===== src/rtl/hwpe_cfg_pkg.sv =====
// Shared types and constants for the HWPE configuration bridge.
// The request struct is sized for the default 32-bit address / 8-bit ID bus.
package hwpe_cfg_pkg;

  localparam int unsigned HWPE_CFG_ADDR_W = 32;
  localparam int unsigned HWPE_CFG_ID_W   = 8;

  localparam logic [31:0] HWPE_CFG_ERR_DATA = 32'hDEAD_BEEF;

  typedef enum logic [2:0] {
    IDLE,
    REQ,
    RESP,
    RSP,
    ABORT
  } hwpe_cfg_state_e;

  typedef struct packed {
    logic [HWPE_CFG_ADDR_W-1:0] add;
    logic                       wen;
    logic [3:0]                 be;
    logic [31:0]                wdata;
    logic [HWPE_CFG_ID_W-1:0]   id;
  } hwpe_cfg_req_t;

endpackage


===== src/rtl/hwpe_cfg_bridge_if.sv =====
// Cluster-side and HWPE-side configuration bus of the bridge.
// 'slave' is the bridge's view; 'master' is the surrounding system's view.
interface hwpe_cfg_bridge_if #(
  parameter int unsigned ID_WIDTH   = 8,
  parameter int unsigned ADDR_WIDTH = 32
);
  logic                  slv_req;
  logic [ADDR_WIDTH-1:0] slv_add;
  logic                  slv_wen;
  logic [3:0]            slv_be;
  logic [31:0]           slv_wdata;
  logic [ID_WIDTH-1:0]   slv_id;
  logic                  slv_gnt;
  logic                  slv_r_valid;
  logic [31:0]           slv_r_rdata;
  logic [ID_WIDTH-1:0]   slv_r_id;
  logic                  slv_r_opc;

  logic                  mst_req;
  logic [ADDR_WIDTH-1:0] mst_add;
  logic                  mst_wen;
  logic [3:0]            mst_be;
  logic [31:0]           mst_wdata;
  logic [ID_WIDTH-1:0]   mst_id;
  logic                  mst_gnt;
  logic                  mst_r_valid;
  logic [31:0]           mst_r_rdata;

  modport slave (
    input  slv_req, slv_add, slv_wen, slv_be, slv_wdata, slv_id,
    output slv_gnt, slv_r_valid, slv_r_rdata, slv_r_id, slv_r_opc,
    output mst_req, mst_add, mst_wen, mst_be, mst_wdata, mst_id,
    input  mst_gnt, mst_r_valid, mst_r_rdata
  );

  modport master (
    output slv_req, slv_add, slv_wen, slv_be, slv_wdata, slv_id,
    input  slv_gnt, slv_r_valid, slv_r_rdata, slv_r_id, slv_r_opc,
    input  mst_req, mst_add, mst_wen, mst_be, mst_wdata, mst_id,
    output mst_gnt, mst_r_valid, mst_r_rdata
  );

endinterface


===== src/rtl/hwpe_cfg_watchdog.sv =====
// Clearable saturating cycle counter; 'expired' is high while the count sits
// at TIMEOUT-1, and the counter holds there instead of wrapping.
module hwpe_cfg_watchdog #(
  parameter int unsigned TIMEOUT = 256
) (
  input  logic clk,
  input  logic rst,
  input  logic clr,
  input  logic en,
  output logic expired
);

  localparam int unsigned CW = (TIMEOUT > 1) ? $clog2(TIMEOUT) : 1;
  localparam logic [CW-1:0] LIMIT = CW'(TIMEOUT - 1);

  logic [CW-1:0] cnt_q;

  // NOTE: state registers use non-blocking assignments so every flop samples
  // pre-edge values regardless of process ordering.
  always_ff @(posedge clk or posedge rst) begin
    if (rst) begin
      cnt_q <= '0;
    end else if (clr) begin
      cnt_q <= '0;
    end else if (en && (cnt_q != LIMIT)) begin
      cnt_q <= cnt_q + CW'(1);
    end
  end

  assign expired = (cnt_q == LIMIT);

endmodule


===== src/rtl/hwpe_cfg_bridge.sv =====
// One-outstanding configuration bridge toward the HWPE cfg port, with a
// response watchdog that turns a hung access into an error response.
module hwpe_cfg_bridge
  import hwpe_cfg_pkg::*;
#(
  parameter int unsigned ID_WIDTH   = HWPE_CFG_ID_W,
  parameter int unsigned ADDR_WIDTH = HWPE_CFG_ADDR_W,
  parameter int unsigned TIMEOUT    = 256
) (
  input  logic                   clk,
  input  logic                   rst,
  hwpe_cfg_bridge_if.slave       bus,
  output logic                   busy_o
);

  hwpe_cfg_state_e state_q, state_d;
  hwpe_cfg_req_t   req_q;
  logic [31:0]     rdata_q;
  logic            opc_q;
  logic            err_q;

  logic capture, rsp_load, rsp_err;
  logic wd_clr, wd_en, wd_expired;

  hwpe_cfg_watchdog #(
    .TIMEOUT (TIMEOUT)
  ) u_watchdog (
    .clk     (clk),
    .rst     (rst),
    .clr     (wd_clr),
    .en      (wd_en),
    .expired (wd_expired)
  );

  // NOTE: every output of this block gets a default before the case so no
  // path leaves a signal unassigned, which would infer a latch.
  always_comb begin
    state_d         = state_q;
    capture         = 1'b0;
    rsp_load        = 1'b0;
    rsp_err         = 1'b0;
    wd_clr          = 1'b0;
    wd_en           = 1'b0;
    bus.slv_gnt     = 1'b0;
    bus.slv_r_valid = 1'b0;
    bus.mst_req     = 1'b0;
    unique case (state_q)
      IDLE: begin
        bus.slv_gnt = 1'b1;
        wd_clr      = 1'b1;
        if (bus.slv_req) begin
          capture = 1'b1;
          state_d = REQ;
        end
      end
      REQ: begin
        bus.mst_req = 1'b1;
        wd_clr      = 1'b1;
        if (bus.mst_gnt) state_d = RESP;
      end
      RESP: begin
        wd_en = 1'b1;
        // A real response beats the watchdog when both land in the same cycle.
        if (bus.mst_r_valid) begin
          rsp_load = 1'b1;
          state_d  = RSP;
        end else if (wd_expired) begin
          rsp_load = 1'b1;
          rsp_err  = 1'b1;
          state_d  = RSP;
        end
      end
      RSP: begin
        bus.slv_r_valid = 1'b1;
        wd_clr          = 1'b1;
        state_d         = err_q ? ABORT : IDLE;
      end
      ABORT: begin
        // Swallow the straggling response (or give up after another window).
        wd_en = 1'b1;
        if (bus.mst_r_valid || wd_expired) state_d = IDLE;
      end
      default: state_d = IDLE;
    endcase
  end

  // NOTE: the captured request and response are reset too, because they drive
  // the bus outputs directly and must read as zero after reset.
  always_ff @(posedge clk or posedge rst) begin
    if (rst) begin
      state_q <= IDLE;
      req_q   <= '0;
      rdata_q <= '0;
      opc_q   <= 1'b0;
      err_q   <= 1'b0;
    end else begin
      state_q <= state_d;
      if (capture) begin
        req_q <= '{
          add:   HWPE_CFG_ADDR_W'(bus.slv_add),
          wen:   bus.slv_wen,
          be:    bus.slv_be,
          wdata: bus.slv_wdata,
          id:    HWPE_CFG_ID_W'(bus.slv_id)
        };
      end
      if (rsp_load) begin
        rdata_q <= rsp_err ? HWPE_CFG_ERR_DATA : bus.mst_r_rdata;
        opc_q   <= rsp_err;
        err_q   <= rsp_err;
      end else if (state_q == RSP) begin
        err_q <= 1'b0;
      end
    end
  end

  assign bus.mst_add     = ADDR_WIDTH'(req_q.add);
  assign bus.mst_wen     = req_q.wen;
  assign bus.mst_be      = req_q.be;
  assign bus.mst_wdata   = req_q.wdata;
  assign bus.mst_id      = ID_WIDTH'(req_q.id);
  assign bus.slv_r_rdata = rdata_q;
  assign bus.slv_r_id    = ID_WIDTH'(req_q.id);
  assign bus.slv_r_opc   = opc_q;
  assign busy_o          = (state_q != IDLE);

endmodule

===== src/flat_wrapper.sv =====
// flat-port wrapper written by rule: the top's interface ports become plain ports
module hwpe_cfg_bridge_flat import hwpe_cfg_pkg::*;
#(
  parameter int unsigned ID_WIDTH   = HWPE_CFG_ID_W,
  parameter int unsigned ADDR_WIDTH = HWPE_CFG_ADDR_W,
  parameter int unsigned TIMEOUT    = 256
)
  (clk, rst, busy_o, bus_slv_req, bus_slv_add, bus_slv_wen, bus_slv_be, bus_slv_wdata, bus_slv_id, bus_slv_gnt, bus_slv_r_valid, bus_slv_r_rdata, bus_slv_r_id, bus_slv_r_opc, bus_mst_req, bus_mst_add, bus_mst_wen, bus_mst_be, bus_mst_wdata, bus_mst_id, bus_mst_gnt, bus_mst_r_valid, bus_mst_r_rdata);
  hwpe_cfg_bridge_if #(.ID_WIDTH(ID_WIDTH), .ADDR_WIDTH(ADDR_WIDTH)) bus_i ();
  input  logic clk;
  input  logic rst;
  output logic busy_o;
  input wire logic [$bits(bus_i.slv_req)-1:0] bus_slv_req;
  input wire logic [$bits(bus_i.slv_add)-1:0] bus_slv_add;
  input wire logic [$bits(bus_i.slv_wen)-1:0] bus_slv_wen;
  input wire logic [$bits(bus_i.slv_be)-1:0] bus_slv_be;
  input wire logic [$bits(bus_i.slv_wdata)-1:0] bus_slv_wdata;
  input wire logic [$bits(bus_i.slv_id)-1:0] bus_slv_id;
  output wire logic [$bits(bus_i.slv_gnt)-1:0] bus_slv_gnt;
  output wire logic [$bits(bus_i.slv_r_valid)-1:0] bus_slv_r_valid;
  output wire logic [$bits(bus_i.slv_r_rdata)-1:0] bus_slv_r_rdata;
  output wire logic [$bits(bus_i.slv_r_id)-1:0] bus_slv_r_id;
  output wire logic [$bits(bus_i.slv_r_opc)-1:0] bus_slv_r_opc;
  output wire logic [$bits(bus_i.mst_req)-1:0] bus_mst_req;
  output wire logic [$bits(bus_i.mst_add)-1:0] bus_mst_add;
  output wire logic [$bits(bus_i.mst_wen)-1:0] bus_mst_wen;
  output wire logic [$bits(bus_i.mst_be)-1:0] bus_mst_be;
  output wire logic [$bits(bus_i.mst_wdata)-1:0] bus_mst_wdata;
  output wire logic [$bits(bus_i.mst_id)-1:0] bus_mst_id;
  input wire logic [$bits(bus_i.mst_gnt)-1:0] bus_mst_gnt;
  input wire logic [$bits(bus_i.mst_r_valid)-1:0] bus_mst_r_valid;
  input wire logic [$bits(bus_i.mst_r_rdata)-1:0] bus_mst_r_rdata;
  assign bus_i.slv_req = bus_slv_req;
  assign bus_i.slv_add = bus_slv_add;
  assign bus_i.slv_wen = bus_slv_wen;
  assign bus_i.slv_be = bus_slv_be;
  assign bus_i.slv_wdata = bus_slv_wdata;
  assign bus_i.slv_id = bus_slv_id;
  assign bus_slv_gnt = bus_i.slv_gnt;
  assign bus_slv_r_valid = bus_i.slv_r_valid;
  assign bus_slv_r_rdata = bus_i.slv_r_rdata;
  assign bus_slv_r_id = bus_i.slv_r_id;
  assign bus_slv_r_opc = bus_i.slv_r_opc;
  assign bus_mst_req = bus_i.mst_req;
  assign bus_mst_add = bus_i.mst_add;
  assign bus_mst_wen = bus_i.mst_wen;
  assign bus_mst_be = bus_i.mst_be;
  assign bus_mst_wdata = bus_i.mst_wdata;
  assign bus_mst_id = bus_i.mst_id;
  assign bus_i.mst_gnt = bus_mst_gnt;
  assign bus_i.mst_r_valid = bus_mst_r_valid;
  assign bus_i.mst_r_rdata = bus_mst_r_rdata;
  hwpe_cfg_bridge #(.ID_WIDTH(ID_WIDTH), .ADDR_WIDTH(ADDR_WIDTH), .TIMEOUT(TIMEOUT)) u_core (.clk(clk), .rst(rst), .bus(bus_i), .busy_o(busy_o));
endmodule

===== config.mk =====
export PLATFORM = sky130hd
export DESIGN_NAME = hwpe_cfg_bridge_flat
export DESIGN_NICKNAME = d
export VERILOG_FILES = /design/src/rtl/hwpe_cfg_pkg.sv /design/src/rtl/hwpe_cfg_bridge_if.sv /design/src/rtl/hwpe_cfg_watchdog.sv /design/src/rtl/hwpe_cfg_bridge.sv /design/src/flat_wrapper.sv
export SDC_FILE = /design/constraint.sdc
export NUM_CORES = 1
export LEC_CHECK = 0
export BUFFER_PORTS_ARGS = -buffer_cell sky130_fd_sc_hd__buf_2
export CORE_ASPECT_RATIO = 0.9
export CORE_MARGIN = 2
export CORE_UTILIZATION = 43
export CTS_BUF_LIST = sky130_fd_sc_hd__clkbuf_4 sky130_fd_sc_hd__clkbuf_8
export DETAILED_ROUTE_END_ITERATION = 8
export MAX_ROUTING_LAYER = met4
export PLACE_DENSITY = 0.78
export SETUP_SLACK_MARGIN = 0.5
export SYNTH_ARGS = -nofsm -noshare
export SYNTH_HDL_FRONTEND = slang
export SYNTH_SLANG_ARGS = --single-unit

===== constraint.sdc =====
create_clock -name clk -period 4.1 [get_ports clk]
set_input_delay 0.615 -clock clk [delete_from_list [all_inputs] [get_ports clk]]
set_output_delay 0.615 -clock clk [all_outputs]
set_load 0.05 [all_outputs]

==> run metrics <==
Setup Buffers After CTS 0; Min-Delay Path Class in2async; I/O Pins 236; Clock Pin Slew Worst Setup and Hold Paths 70 ps; Max Slew Vio Count 0; Crit. End Element flop; final hold vios 0; Max-slew headroom 0.208; Syn Area/Cell 15.5 um2; TNS Setup 0 ps; Cell Area, Synth 4960 um2; Distinct cells, synth 42; Initial Utilization 0.438; Max Clock Freq 416 MHz; Post-DRT Antenna Nets 0; Setup Skew 11.8 ps; share of layout cells above drive strength 1 0.628; outcome finished, final reports clean; wirelength, routed 11,200 um; RSZ-0062 raised after global routing false; post-synthesis compound-gate area fraction 0.0849; Post-Synth Simple-Gate Area 0.0423; CTS buffer count 17; worst reg2reg startpoint u_core.state_q[0]; Overflow after GRT 0; max-cap viol count 0; DP Wirelength 8090 um; WL per Instance 15.5 um; placeable core area 11,300 um2; number of H-tree levels 4; Final Hold Slack 198 ps; count of cells resized by post-cts repair 0; GR Util All Layers 0.182; fraction of registers with async set or reset after synthesis 1.00; PortBufs 235; proportion of synthesized area in mux cells 0.199; largest net degree at the start of global routing 78; filler cell count 933; Nets 666; crit path cell chain nor3_2 -> and2_4 -> mux2_2; CTS root buf clkbuf_8; Critical Path RT 4390 ps; number of antenna violations at the first check in global routing 0; measured slew at the worst slew-check pin 1190 ps; top-area cell type share of the netlist area 0.615; post-synthesis xor/xnor area fraction 0.00706; Top FF cell, synth dfrtp_1; Setup crit start u_core.state_q[0]; Syn. warnings 0; gp weighted congestion 0.848; Area Growth Syn to Fin 31.2%; Clk Latency, worst-skew pair 420 ps; Syn Inst Count 320; sequential-to-total area share from yosys stat 0.615; Synth area leader dfrtp_1; Setup Crit Path Kind reg2reg; Vias 3,493; # hold bufs at CTS 0; clk buf depth 2; post-synthesis adder-cell area fraction 0.00252; period utilization 0.586; top cells by area, synth dfrtp_1 61%, mux2_2 11%, mux2_4 9.1%; post-synthesis register bit count 122; # diodes 0; iteration-0 DRC count of the detailed router 152; DRC errors left 0; Finish-stage setup viols 0; CTS sink cnt 122; CP peak stage delay 930 ps; largest family of logic cells by synthesized area multiplexers; die area 12,400 um2; master of the slowest instance on the critical path and2_4; worst path arrival time 2700 ps; number of synthesized flops with an enable pin 0; syn nets 435; vias in the first global route 3,543; crit path time final 2400 ps; CP Launch Type flop; drt pass-1 iters 4; CP Max Fanout 77; CTS tree yes; first-pass GRT wire length 17,000 um; DIE HEIGHT 106 um; # rows 37; detail-routed via count per cell 4.85; die width 117 um
critical path: cells and delay by family, from the launching register on:
kind          cells  cell delay (ps)
mux               1              430
simple gates      2             1230
flops             1              520
layer usage:
| layer | vias up | track usage | part of all wire |
|---|---|---|---|
| met5 | - | - | 0 |
| met4 | 0 | 0.0563 | 0.012 |
| met3 | 14 | 0.0610 | 0.068 |
| met2 | 134 | 0.300 | 0.51 |
| met1 | 1732 | 0.211 | 0.41 |
| li1 | 1613 | - | - |
Yosys cell counts, types with 2 or more instances:
cell type    n
and2b_1      2
o221ai_1     2
mux2_4      30
nand2_1      3
buf_6        4
a21oi_1      6
nor2_1      12
mux2_2      47
dfrtp_1    122
xor2_1       3
a22o_1       8
or4_1        3
nand3_1      3
o22a_1      24
nand3b_1     2
and3b_1      2
buf_12       3
clkbuf_1     3
inv_1        3
buf_2        2
nor3b_1      2
and2_1       2
buf_4       12
o21ai_1      2
cell usage in the layout, fill, tap and decap left out, types with 2 or more instances in the layout:
master and count:
mux2_2 47, dfrtp_1 122, xor2_1 3, clkbuf_4 2, o221ai_1 2, nand3b_1 2, a21oi_1 6, clkbuf_8 21
nor2_1 12, a22o_1 8, buf_2 235, o21ai_1 2, and2b_1 2, mux2_4 30, nand3_1 3, o22a_1 24
nor3b_1 2, and3b_1 2, nand2_1 3, inv_1 2, or4_1 3, clkinv_2 8
path summary, 6_finish.rpt:
path                                              end  slack (ps)  cells past startpoint
hold / removal                   u_core.bus.mst_id[7]         200                      2
setup / recovery             u_core.bus.mst_wdata[23]        1700                      3
min in group clk           u_core.bus.slv_r_rdata[24]         420                      2
max in group asynchronous  u_core.u_watchdog.cnt_q[4]        3010                      3
hold reg to reg             u_core.bus.slv_r_rdata[7]         480                      1
setup reg to reg             u_core.bus.mst_wdata[23]        1700                      3
layout make-up:
class / instances / area (um2) / area share
Clock buffer: 23 / 304 / 0.0467
Clock inverter: 9 / 70.1 / 0.0108
Inverter: 3 / 15.0 / 0.00231
Multi-Input combinational cell: 170 / 1670 / 0.257
Sequential cell: 122 / 3050 / 0.469
Tap cell: 156 / 195 / 0.0300
Timing Repair Buffer: 237 / 1200 / 0.185
through the flow:
step | utilization | instance area (um2) | cells | worst slack, ps
2_1_floorplan | - | 4970 | 320 | 1710
3_3_place_gp | 0.541 | 6140 | 688 | 1830
3_5_place_dp | 0.541 | 6140 | 688 | 1700
4_1_cts | 0.574 | 6510 | 720 | 1700
5_1_grt | 0.574 | 6510 | 720 | 1520
6_report | 0.574 | 6510 | 720 | 1700
logic make-up (layout without fill, tap and decap cells):
kind of cell               after synthesis  in the layout
and+or+nand+nor                         36             36
adders and majority gates                1              1
xor gates and xnor gates                 4              4
AOI/OAI and AO/OA                       51             51
muxes                                   78             78
buffers and inverters                   28            272
DFF                                    122            122
flip-flops by register name, summed over array words and instances (netlist names):
signal                   count
u_core.bus.mst_add          32
u_core.bus.mst_wdata        32
u_core.bus.slv_r_rdata      32
u_core.bus.mst_id            8
u_core.u_watchdog.cnt_q      8
u_core.bus.mst_be            4
u_core.state_q               3
u_core.bus.mst_wen           1
u_core.bus.slv_r_opc         1
u_core.err_q                 1
Power is not shown: default switching activity piles up to over one toggle a cycle in this logic, so the estimate is an artifact.
